<file path="config.mk">
export PLATFORM = sky130hd
export DESIGN_NAME = ifence_sequencer
export DESIGN_NICKNAME = d
export VERILOG_FILES = /design/src/rtl/ifence_sequencer.sv
export SDC_FILE = /design/constraint.sdc
export NUM_CORES = 1
export LEC_CHECK = 0
export BUFFER_PORTS_ARGS = -buffer_cell sky130_fd_sc_hd__buf_2
export CAP_MARGIN = 5
export CORE_MARGIN = 3
export CORE_UTILIZATION = 35
export DETAILED_ROUTE_END_ITERATION = 8
export HOLD_SLACK_MARGIN = 0.1
export PLACE_DENSITY = 0.63
export SYNTH_ARGS = -nofsm -noshare
export SYNTH_HDL_FRONTEND = slang
export SYNTH_SLANG_ARGS = --single-unit
</file>
<file path="constraint.sdc">
create_clock -name CLK -period 2.09 [get_ports CLK]
set_clock_uncertainty 0.15 [all_clocks]
set_input_delay 0 -clock CLK [delete_from_list [all_inputs] [get_ports CLK]]
set_output_delay 0 -clock CLK [all_outputs]
set_load 0.01 [all_outputs]
</file>
<file path="src/rtl/ifence_sequencer.sv">
// FENCE.I sequencer: stall the pipeline, write back the D$, invalidate the I$, then restart fetch.
// Optional per-state flush watchdog is enabled by defining IFENCE_WATCHDOG_EN.
module ifence_sequencer #(
   parameter int DCACHE_PRESENT = 1,
   parameter int ICACHE_PRESENT = 1,
   parameter int WDOG_CYCLES    = 1024
) (
   input  logic        CLK,
   input  logic        nRST,
   input  logic        ifence_req,
   input  logic        ex_stall,
   input  logic [31:0] ex_pc,
   input  logic        dflush_done,
   input  logic        iflush_done,
   output logic        dflush,
   output logic        iflush,
   output logic        pipe_stall,
   output logic        fetch_restart,
   output logic [31:0] restart_pc,
   output logic        busy,
   output logic        fence_err
);

   typedef enum logic [1:0] {S_IDLE, S_DFLUSH, S_IFLUSH, S_RESTART} state_t;

   state_t      state_q, state_d;
   logic        armed_q, armed_d;
   logic [31:0] restart_pc_q, restart_pc_d;
   logic        accept;
   logic        wdog_expire;

   always_ff @(posedge CLK or negedge nRST) begin
      if (!nRST) begin
         state_q      <= S_IDLE;
         armed_q      <= 1'b1;
         restart_pc_q <= '0;
      end else begin
         state_q      <= state_d;
         armed_q      <= armed_d;
         restart_pc_q <= restart_pc_d;
      end
   end

   // armed blocks re-triggering on the same fence until ifence_req has been seen low.
   always_comb begin
      accept       = (state_q == S_IDLE) && ifence_req && armed_q && !ex_stall;
      state_d      = state_q;
      armed_d      = armed_q | ~ifence_req;
      restart_pc_d = restart_pc_q;
      if (accept) begin
         armed_d      = 1'b0;
         restart_pc_d = ex_pc + 32'd4;
      end
      case (state_q)
         S_IDLE: begin
            if (accept) begin
               if (DCACHE_PRESENT != 0)      state_d = S_DFLUSH;
               else if (ICACHE_PRESENT != 0) state_d = S_IFLUSH;
               else                          state_d = S_RESTART;
            end
         end
         S_DFLUSH: begin
            if (dflush_done)      state_d = (ICACHE_PRESENT != 0) ? S_IFLUSH : S_RESTART;
            else if (wdog_expire) state_d = S_RESTART;
         end
         S_IFLUSH: begin
            if (iflush_done || wdog_expire) state_d = S_RESTART;
         end
         S_RESTART: state_d = S_IDLE;
         default:   state_d = S_IDLE;
      endcase
   end

   always_comb begin
      busy          = (state_q != S_IDLE);
      pipe_stall    = busy | accept;
      dflush        = (state_q == S_DFLUSH);
      iflush        = (state_q == S_IFLUSH);
      fetch_restart = (state_q == S_RESTART);
   end

   assign restart_pc = restart_pc_q;

`ifdef IFENCE_WATCHDOG_EN
   logic [15:0] wdog_cnt_q, wdog_cnt_d;
   logic        fence_err_q, fence_err_d;

   // A done pulse in the expiry cycle takes priority over the timeout.
   assign wdog_expire = (((state_q == S_DFLUSH) && !dflush_done) ||
                         ((state_q == S_IFLUSH) && !iflush_done)) &&
                        (wdog_cnt_q == 16'(WDOG_CYCLES - 1));

   always_comb begin
      fence_err_d = wdog_expire;
      wdog_cnt_d  = '0;
      if ((state_d == state_q) && ((state_q == S_DFLUSH) || (state_q == S_IFLUSH)))
         wdog_cnt_d = wdog_cnt_q + 16'd1;
   end

   always_ff @(posedge CLK or negedge nRST) begin
      if (!nRST) begin
         wdog_cnt_q  <= '0;
         fence_err_q <= 1'b0;
      end else begin
         wdog_cnt_q  <= wdog_cnt_d;
         fence_err_q <= fence_err_d;
      end
   end

   assign fence_err = fence_err_q;
`else
   logic unused_wdog;
   assign unused_wdog = (WDOG_CYCLES > 0);
   assign wdog_expire = 1'b0;
   assign fence_err   = 1'b0;
`endif

endmodule
</file>
==> metrics.md, run 1 <==
| Metric | Value |
|---|---|
| Ys Warns | 0 |
| RSZ-0062 raised after global routing | yes |
| Clk pwr share | 18.4% |
| Overflow after GRT | 0 |
| CTS tree | built |
| Power Total | 2.95 mW |
| Worst Tran Pin Value | 0.783 ns |
| Synth Flop Type | dfrtp_1 |
| Later-pin clock latency in the skew report | roughly 0.29 ns |
| Detail Route Antenna Nets | 0 |
| H-tree depth | 2 |
| CP Capture Type | flop |
| Worst-path clk slew | about 0.07 ns |
| Drt first pass iters | 4 |
| Final WS setup | about 0.07 ns |
| Arrival time at the worst endpoint | just over 2 ns |
| Hold slack final | 0.133 ns |
| DRC violation count after routing | 0 |
| Leading area contributor after synthesis | dfrtp_1 |
| Final core occ | 58.9% |
| Port Buffer Count | between 70 and 80 |
| FMAX | a little under 500 MHz |
| Initial DRC Count | between 70 and 80 |
| Wire per inst | about 14 um |
| Setup CP Type | in2reg |
| Chip height | between 80 and 90 um |
| Outcome | completed |
| EDFF count, synth | 0 |
| Dpl cell area | 0.00244 mm^2 |
| Filler cells | about 460 |
| Final GP Congestion | approximately 0.78 |
| Placement Setup Slack | roughly 0.25 ns |
| Area fraction of the dominant cell type after synthesis | 42.6% |
| Row Count | 26 |
| Final Hold Vio Count | 0 |
| Layout cells sized above 1 | just over 30% |
| Power Dens Cells | between 900 and 1000 mW/mm^2 |
| Number of I/O pins | 76 |
| ANT cells | 0 |
| Sw Share | between 30% and 40% |
| Antenna violations before repair | 0 |
| CTS Buf Count | 5 |
| Register share of total power | just under 40% |
| Comb power frac | 41.9% |
| Placed cells | between 300 and 400 |
| Critical path launch point type | input pin |
| Vias in the first global route | around 2000 |
| Max-Cap Viols | 0 |
| Fin crit period | about 2.0 ns |
| Post-synth cell types | 30 |
| Initial core utilization | around 38% |
| Seq cells post-synth | 35 |
| CTS max path bufs | 2 |
| Leakage | ~1.4 nW |
| Syn_nets | 256 |
| Width of the chip | 81.6 um |
| Final setup viols | 0 |
| Final WL | about 5.6 mm |
| Syn_area_per_cell | roughly 9.4 um^2 |
| Die ar. | approximately 0.0067 mm^2 |
| Hold WC Path Type | in2reg |
| Synth Cell Area | about 0.0020 mm^2 |
| Setup TNS | 0 ns |
| Avg Vias per Cell | around 4.7 |
| Sequential fraction of the synthesis area | between 40% and 50% |
| Sinks on Clock Net | 35 |
| Final period util | slightly below 100% |
| Root buf cell | clkbuf_8 |
| DR vias | 1946 |
| Sw power | between 1 and 1.5 mW |
| Finished Layout Cells | approximately 410 |
| Synth-to-Final Area Change | 56.3% |
| WP data required | between 2 and 2.5 ns |
| Mapped Cells | ~210 |
| Synth top area cells | dfrtp_1 43%, xnor2_1 11%, nand2_1 7.9%, nor4_2 5.0%, o21ai_1 4.8% |
| Hpwl dp | around 3.5 mm |
| Max-slew violation count | 0 |
| Critical path peak fanout | 5 |
| Asr flop ratio synth | between 90% and 100% |
| Final-stage net count | 385 |
| Slew margin rel. | around 48% |
| First-pass GRT wire length | 9.24 mm |
| VDD IR max | about 0.56 mV |
| Cell area after layout | 0.00312 mm^2 |
| CORE AREA | around 0.0053 mm^2 |
| GRT Overall Usage | 18.3% |
| Largest net degree at the start of global routing | 63 |
| Int Power | ~1.9 mW |
synthesized netlist by cell type (all sizes together) (2+ instances only):
| cell type | instances |
|---|---|
| nand2 | 42 |
| nor3 | 8 |
| dfrtp | 34 |
| nor2 | 7 |
| o21ai | 33 |
| nand4 | 5 |
| clkbuf | 6 |
| mux2 | 3 |
| buf | 2 |
| nand3 | 10 |
| xnor2 | 26 |
| ha | 5 |
| inv | 9 |
| xor2 | 2 |
| nor4 | 9 |
| and4 | 3 |
| and3 | 4 |
final cells by class:
cell class | count | area, um^2 | share of cell area, %
multi-input combinational | 161 | 1080 | 34.6
tap | 70 | 87.6 | 2.80
sequential | 35 | 877 | 28.1
inverter | 9 | 33.8 | 1.08
timing repair buffer | 130 | 943 | 30.2
clock buffer | 8 | 100 | 3.20
state kept, by name, indices dropped and copies added (netlist names):
register and cells:
armed_q 1, restart_pc 32, state_q 2
cells in the final DEF, fill, tap and decap left out, drive strengths merged, types with 3 or more instances in the layout:
master       Yosys  layout
mux2             3       3
buf              2      76
dfrtp           34      34
dlygate4sd3      0      53
clkbuf           6       9
inv              9       9
xnor2           26      26
o21ai           33      33
nand4            5       5
and4             3       3
nor3             8       8
nand2           42      42
nor4             9       9
ha               5       5
nor2             7       7
nand3           10      10
and3             4       4
repair_timing:
action | 4_1_cts | 5_1_grt
endpoints found under the hold margin | 70 | 0
hold buffers | 53 | 0
gates resized for setup | 0 | 10
setup endpoints to repair | 0 | 9
buffers inserted | 0 | 1
per-layer routing:
| layer | vias up | share of wire (%) | track usage [%] |
|---|---|---|---|
| met5 | - | 0 | 0 |
| met4 | 0 | 1.7 | 7.48 |
| met3 | 9 | 7.1 | 4.93 |
| met2 | 68 | 49 | 31.6 |
| met1 | 887 | 43 | 21.4 |
| li1 | 982 | - | - |
path summary, 6_finish.rpt:
check | startpoint | endpoint | slack, ns | cells past startpoint
hold / removal | ex_pc[7] | restart_pc[8]$_DFFE_PN0P_ | 0.13 | 4
setup / recovery | ex_pc[19] | restart_pc[29]$_DFFE_PN0P_ | 0.07 | 8
min in group asynchronous | nRST | restart_pc[30]$_DFFE_PN0P_ | 0.18 | 2
hold reg to reg | restart_pc[22]$_DFFE_PN0P_ | restart_pc[22]$_DFFE_PN0P_ | 0.33 | 2
setup reg to reg | state_q[0]$_DFFE_PN0P_ | armed_q$_DFF_PN1_ | 0.21 | 6
max in group asynchronous | nRST | restart_pc[21]$_DFFE_PN0P_ | 1.12 | 2
logic make-up after synthesis:
logic type,share of synthesized area (%)
and+or+nand+nor,26.3
other,0.188
DFF,43.9
xor gates and xnor gates,12.3
muxes,1.69
adders and majority gates,3.13
AOI/OAI and AO/OA,8.76
buffers and inverters,3.75
power by group through the flow:
stage / clock network, mW / logic, mW / registers, mW
global placement: 0 / 1.10 / 1.17
CTS: 0.552 / 1.21 / 1.17
finish: 0.544 / 1.24 / 1.17
floorplan: 0 / 0.471 / 1.30
detailed placement: 0 / 1.12 / 1.17
global route: 0.591 / 1.40 / 1.20
critical path, stage by stage:
cell           delay [ns]
dlygate4sd3_1        0.53
buf_2                0.14
and2_4               0.17
nand4_4              0.17
nor4_4               0.25
xnor2_1              0.15
dlygate4sd3_1        0.58
o21ai_1              0.06
Power figures use the tool's default switching activity.
==> run 2, diff against run 1 <==
==> constraint.sdc (replaced) <==
create_clock -name CLK -period 2.5 [get_ports CLK]
set_clock_uncertainty 0.15 [all_clocks]
set_input_delay 0 -clock CLK [delete_from_list [all_inputs] [get_ports CLK]]
set_output_delay 0 -clock CLK [all_outputs]
set_load 0.01 [all_outputs]
==> metrics.md, run 2 (synthesis results as in run 1) <==
| Metric | Value |
|---|---|
| Final WL | about 5.3 mm |
| Clk pwr share | between 10% and 20% |
| Root buf cell | clkbuf_8 |
| Int Power | about 1.6 mW |
| Drt first pass iters | 4 |
| Worst Tran Pin Value | 0.787 ns |
| DR vias | a little under 2000 |
| Post-CTS setup buffers | 0 |
| Hold slack final | about 0.20 ns |
| VDD IR max | slightly above 0.4 mV |
| Chip height | 81.6 um |
| Number of I/O pins | 76 |
| Width of the chip | 81.6 um |
| Filler cells | 486 |
| Die ar. | around 0.0067 mm^2 |
| Hpwl dp | ~3.5 mm |
| Max-Cap Viols | 0 |
| Arrival time at the worst endpoint | 2.42 ns |
| Crit. Startpoint | ex_pc[2] |
| CTS tree | built |
| Critical path peak fanout | 9 |
| FF-to-FF Start | state_q[0]$_DFFE_PN0P_ |
| Initial core utilization | 37.7% |
| Fin crit period | 2.40 ns |
| Sinks on Clock Net | 35 |
| Slew margin rel. | 47.5% |
| Worst-path clk slew | about 0.070 ns |
| Final period util | a little over nine tenths |
| DRC violation count after routing | 0 |
| Largest net degree at the start of global routing | 63 |
| Most common cell after layout, fill and taps aside | buf_2 |
| RSZ-0062 raised after global routing | no |
| CP Capture Type | flop |
| Final GP Congestion | between 0.7 and 0.8 |
| Final setup viols | 0 |
| Port Buffer Count | 74 |
| Hold WC Path Type | in2async |
| Power Dens Cells | 787 mW/mm^2 |
| Placement Setup Slack | ~0.67 ns |
| Setup TNS | 0 ns |
| Final Hold Vio Count | 0 |
| Worst-case reg-to-reg path depth | 7 |
| Outcome | completed |
| CTS max path bufs | 2 |
| First-pass GRT wire length | roughly 9 mm |
| Initial DRC Count | about 70 |
| Wire per inst | about 13 um |
| Row Count | 26 |
| H-tree depth | 2 |
| WP data required | ~2.5 ns |
| Critical path launch point type | input pin |
| Commonest cells after routing, fill and taps aside | 74 x buf_2, 55 x dlygate4sd3_1, 42 x nand2_1 |
| ANT cells | 0 |
| Max FFs per register | 32 |
| Leakage | 1.39 nW |
| Register share of total power | between 30% and 40% |
| CORE AREA | about 0.0053 mm^2 |
| FMAX | between 400 and 500 MHz |
| Overflow after GRT | 0 |
| Detail Route Antenna Nets | 0 |
| Avg Vias per Cell | between 4 and 5 |
| Sw Share | between 30% and 40% |
| Later-pin clock latency in the skew report | about 0.28 ns |
| Antenna violations before repair | 0 |
| Max-slew violation count | 0 |
| CP endpoint | restart_pc[14]$_DFFE_PN0P_ |
| Reg-to-Reg End | state_q[0]$_DFFE_PN0P_ |
| Layout cells sized above 1 | between 20% and 30% |
| Setup slack, reg-to-reg | about 0.3 ns |
| GRT Overall Usage | around 17% |
| Setup CP Type | in2reg |
| Vias in the first global route | roughly 1900 |
| Synth-to-Final Area Change | 55.5% |
| CTS Buf Count | 5 |
| Sw power | approximately 890 uW |
| Final-stage net count | between 300 and 400 |
| Comb power frac | a little over two fifths |
| Final WS setup | between 0.1 and 0.15 ns |
run 2: power groups by stage:
stage / Sequential [mW] / Combinational [mW] / Clock, mW
floorplan: 1.09 / 0.394 / 0
global placement: 0.970 / 0.925 / 0
detailed placement: 0.979 / 0.941 / 0
CTS: 0.970 / 1.03 / 0.468
global route: 1.00 / 1.15 / 0.494
finish: 0.967 / 1.02 / 0.455
run 2: worst min-delay path by stage:
| stage | from | end | cells after the start |
|---|---|---|---|
| floorplan | nRST | restart_pc[0]$_DFFE_PN0P_ | 0 |
| global placement | nRST | restart_pc[17]$_DFFE_PN0P_ | 1 |
| detailed placement | nRST | restart_pc[17]$_DFFE_PN0P_ | 1 |
| CTS | nRST | restart_pc[13]$_DFFE_PN0P_ | 2 |
| global route | ex_stall | restart_pc[28]$_DFFE_PN0P_ | 4 |
| finish | nRST | restart_pc[24]$_DFFE_PN0P_ | 2 |
run 2: final cells by class:
type,count,area [um^2],share of cell area (%)
timing repair buffer,130,941,30.3
multi-input combinational,161,1070,34.4
tap,70,87.6,2.82
sequential,35,877,28.2
inverter,9,33.8,1.09
clock buffer,8,100,3.22
run 2: critical path, stage by stage:
cell and delay (ns):
dlygate4sd3_1 0.52, buf_2 0.17, ha_1 0.29, and3_1 0.24, nand3_4 0.16, nor3_1 0.24, xnor2_1 0.15, dlygate4sd3_1 0.58
o21ai_1 0.06
run 2: layer usage:
layer	part of all wire [%]	vias up	track usage (%)
met1	44	897	20.7
met3	6.9	6	3.95
met5	0	-	0
li1	-	986	-
met2	48	62	30.3
met4	0.79	0	3.49
run 2: repair_timing:
action / in CTS / in global routing
hold buffers: 55 / 0
hold endpoints to repair: 69 / 0
gates resized for setup: 0 / 3
setup endpoints to repair: 0 / 6
run 2: metrics by stage:
| step | total power, mW | utilization, % | cells | cell area, um^2 |
|---|---|---|---|---|
| 3_3_place_gp | 1.89 | 45.9 | 350 | 2440 |
| 2_1_floorplan | 1.48 | - | 213 | 2000 |
| 3_5_place_dp | 1.92 | 45.9 | 350 | 2440 |
| 5_1_grt | 2.64 | 58.6 | 413 | 3110 |
| 6_report | 2.45 | 58.6 | 413 | 3110 |
| 4_1_cts | 2.47 | 58.2 | 413 | 3090 |
==> run 3, diff against run 2 <==
--- a/config.mk
+++ b/config.mk
@@ -6,7 +6,7 @@
 export NUM_CORES = 1
 export LEC_CHECK = 0
 export BUFFER_PORTS_ARGS = -buffer_cell sky130_fd_sc_hd__buf_2
-export CAP_MARGIN = 5
+export CAP_MARGIN = 10
 export CORE_MARGIN = 3
 export CORE_UTILIZATION = 35
 export DETAILED_ROUTE_END_ITERATION = 8
==> constraint.sdc (replaced) <==
create_clock -name CLK -period 2.5 [get_ports CLK]
set_clock_uncertainty 0.15 [all_clocks]
set_input_delay 0.125 -clock CLK [delete_from_list [all_inputs] [get_ports CLK]]
set_output_delay 0.125 -clock CLK [all_outputs]
set_load 0.01 [all_outputs]
==> metrics.md, run 3 (synthesis results as in run 1) <==
| Metric | Value |
|---|---|
| CORE AREA | 0.00530 mm^2 |
| RSZ-0062 raised after global routing | no |
| Post-CTS setup buffers | 0 |
| H-tree depth | 2 |
| Hold WC Path Type | in2reg |
| Hpwl dp | approximately 3.5 mm |
| Outcome | completed |
| Initial DRC Count | about 90 |
| Layout cells sized above 1 | 30.7% |
| CTS tree | built |
| Arrival time at the worst endpoint | 2.09 ns |
| Final period util | between 80% and 90% |
| Initial core utilization | between 30% and 40% |
| Die ar. | 0.00666 mm^2 |
| Critical path peak fanout | 9 |
| CTS max path bufs | 2 |
| VDD IR max | 0.363 mV |
| Most common cell after layout, fill and taps aside | buf_2 |
| Synth-to-Final Area Change | 42.9% |
| Max-Cap Viols | 0 |
| CP Capture Type | flop |
| FMAX | 482 MHz |
| Detail Route Antenna Nets | 0 |
| Setup TNS | 0 ns |
| Power Total | ~2.3 mW |
| Slew margin rel. | approximately 47% |
| GRT Overall Usage | between 10% and 20% |
| Vias in the first global route | 1773 |
| Row Count | 26 |
| Final WL | 5.04 mm |
| Critical path launch point type | input pin |
| Fin crit period | slightly above 2 ns |
| Port Buffer Count | between 70 and 80 |
| Width of the chip | slightly above 80 um |
| DR vias | about 1800 |
| Setup CP Type | in2reg |
| Final GP Congestion | 0.765 |
| Root buf cell | clkbuf_8 |
| Placement Setup Slack | roughly 0.58 ns |
| Worst Tran Pin Value | between 0.7 and 0.8 ns |
| Antenna violations before repair | 0 |
| Drt first pass iters | 4 |
| Final setup viols | 0 |
| Worst-path clk slew | roughly 0.070 ns |
| Final WS setup | between 0.4 and 0.5 ns |
| ANT cells | 0 |
| Power Dens Cells | approximately 800 mW/mm^2 |
| Leakage | ~1.3 nW |
| Final Hold Vio Count | 0 |
| Later-pin clock latency in the skew report | approximately 0.28 ns |
| Sinks on Clock Net | 35 |
| DRC violation count after routing | 0 |
| Avg Vias per Cell | between 4 and 5 |
| Chip height | ~82 um |
| First-pass GRT wire length | approximately 8.5 mm |
| Largest net degree at the start of global routing | 62 |
| Commonest cells after routing, fill and taps aside | 74 x buf_2, 42 x nand2_1, 34 x dlygate4sd3_1, 34 x dfrtp_1, 26 x xnor2_1 |
| Final-stage net count | 364 |
| Max FFs per register | 32 |
| CTS Buf Count | 5 |
| Number of I/O pins | 76 |
| Overflow after GRT | 0 |
| Wire per inst | approximately 13 um |
| WP data required | between 2 and 3 ns |
| Max-slew violation count | 0 |
==> run 3: layer usage <==
| metal | GRT usage, % | routed length (um) | up-vias |
|---|---|---|---|
| li1 | - | - | 940 |
| met1 | 21.5 | 2340 | 800 |
| met2 | 27.0 | 2270 | 60 |
| met3 | 4.06 | 339 | 9 |
| met4 | 5.98 | 82 | 0 |
| met5 | 0 | 0 | - |
==> run 3: worst paths after layout <==
check	startpoint	endpoint	slack [ns]	depth (start not counted)
hold / removal	ex_pc[3]	restart_pc[3]$_DFFE_PN0P_	0.13	3
hold reg to reg	restart_pc[19]$_DFFE_PN0P_	restart_pc[19]$_DFFE_PN0P_	0.33	2
max in group asynchronous	nRST	state_q[0]$_DFFE_PN0P_	1.39	2
setup reg to reg	state_q[0]$_DFFE_PN0P_	state_q[0]$_DFFE_PN0P_	0.58	6
setup / recovery	ex_pc[2]	restart_pc[22]$_DFFE_PN0P_	0.43	8
min in group asynchronous	nRST	restart_pc[27]$_DFFE_PN0P_	0.31	2
==> run 3: power breakdown <==
group	internal, mW	leakage [nW]	switching [mW]
sequential	0.832	0.433	0.137
clock	0.195	0.0422	0.204
combinational	0.436	0.828	0.533
total	1.46	1.30	0.874
==> run 3: metrics by stage <==
stage	hold slack [ns]	std cells	utilization, %	cell area, um^2
after floorplan	-0.321	213	-	2000
after global placement	0.113	350	45.9	2440
after detailed placement	0.115	350	45.9	2440
after CTS	0.127	392	53.9	2860
after global routing	0.166	392	53.9	2860
final	0.130	392	53.9	2860
==> run 3: critical path: stages <==
cell and delay, ns:
dlygate4sd3_1 0.51, buf_2 0.17, ha_1 0.28, and3_1 0.20, nand3_2 0.22, nor4_2 0.34, xnor2_1 0.16, o21ai_1 0.08
==> run 3: layout make-up <==
| type | instances | area [um^2] |
|---|---|---|
| Clock buffer | 7 | 76.3 |
| Clock inverter | 1 | 5.00 |
| Fill cell | 506 | 2440 |
| Inverter | 9 | 33.8 |
| Multi-Input combinational cell | 161 | 1050 |
| Sequential cell | 35 | 877 |
| Tap cell | 70 | 87.6 |
| Timing Repair Buffer | 109 | 731 |
==> run 3: repair_timing <==
item	CTS	global route
hold buffers	34	0
endpoints found under the hold margin	66	0
gates resized for setup	0	0
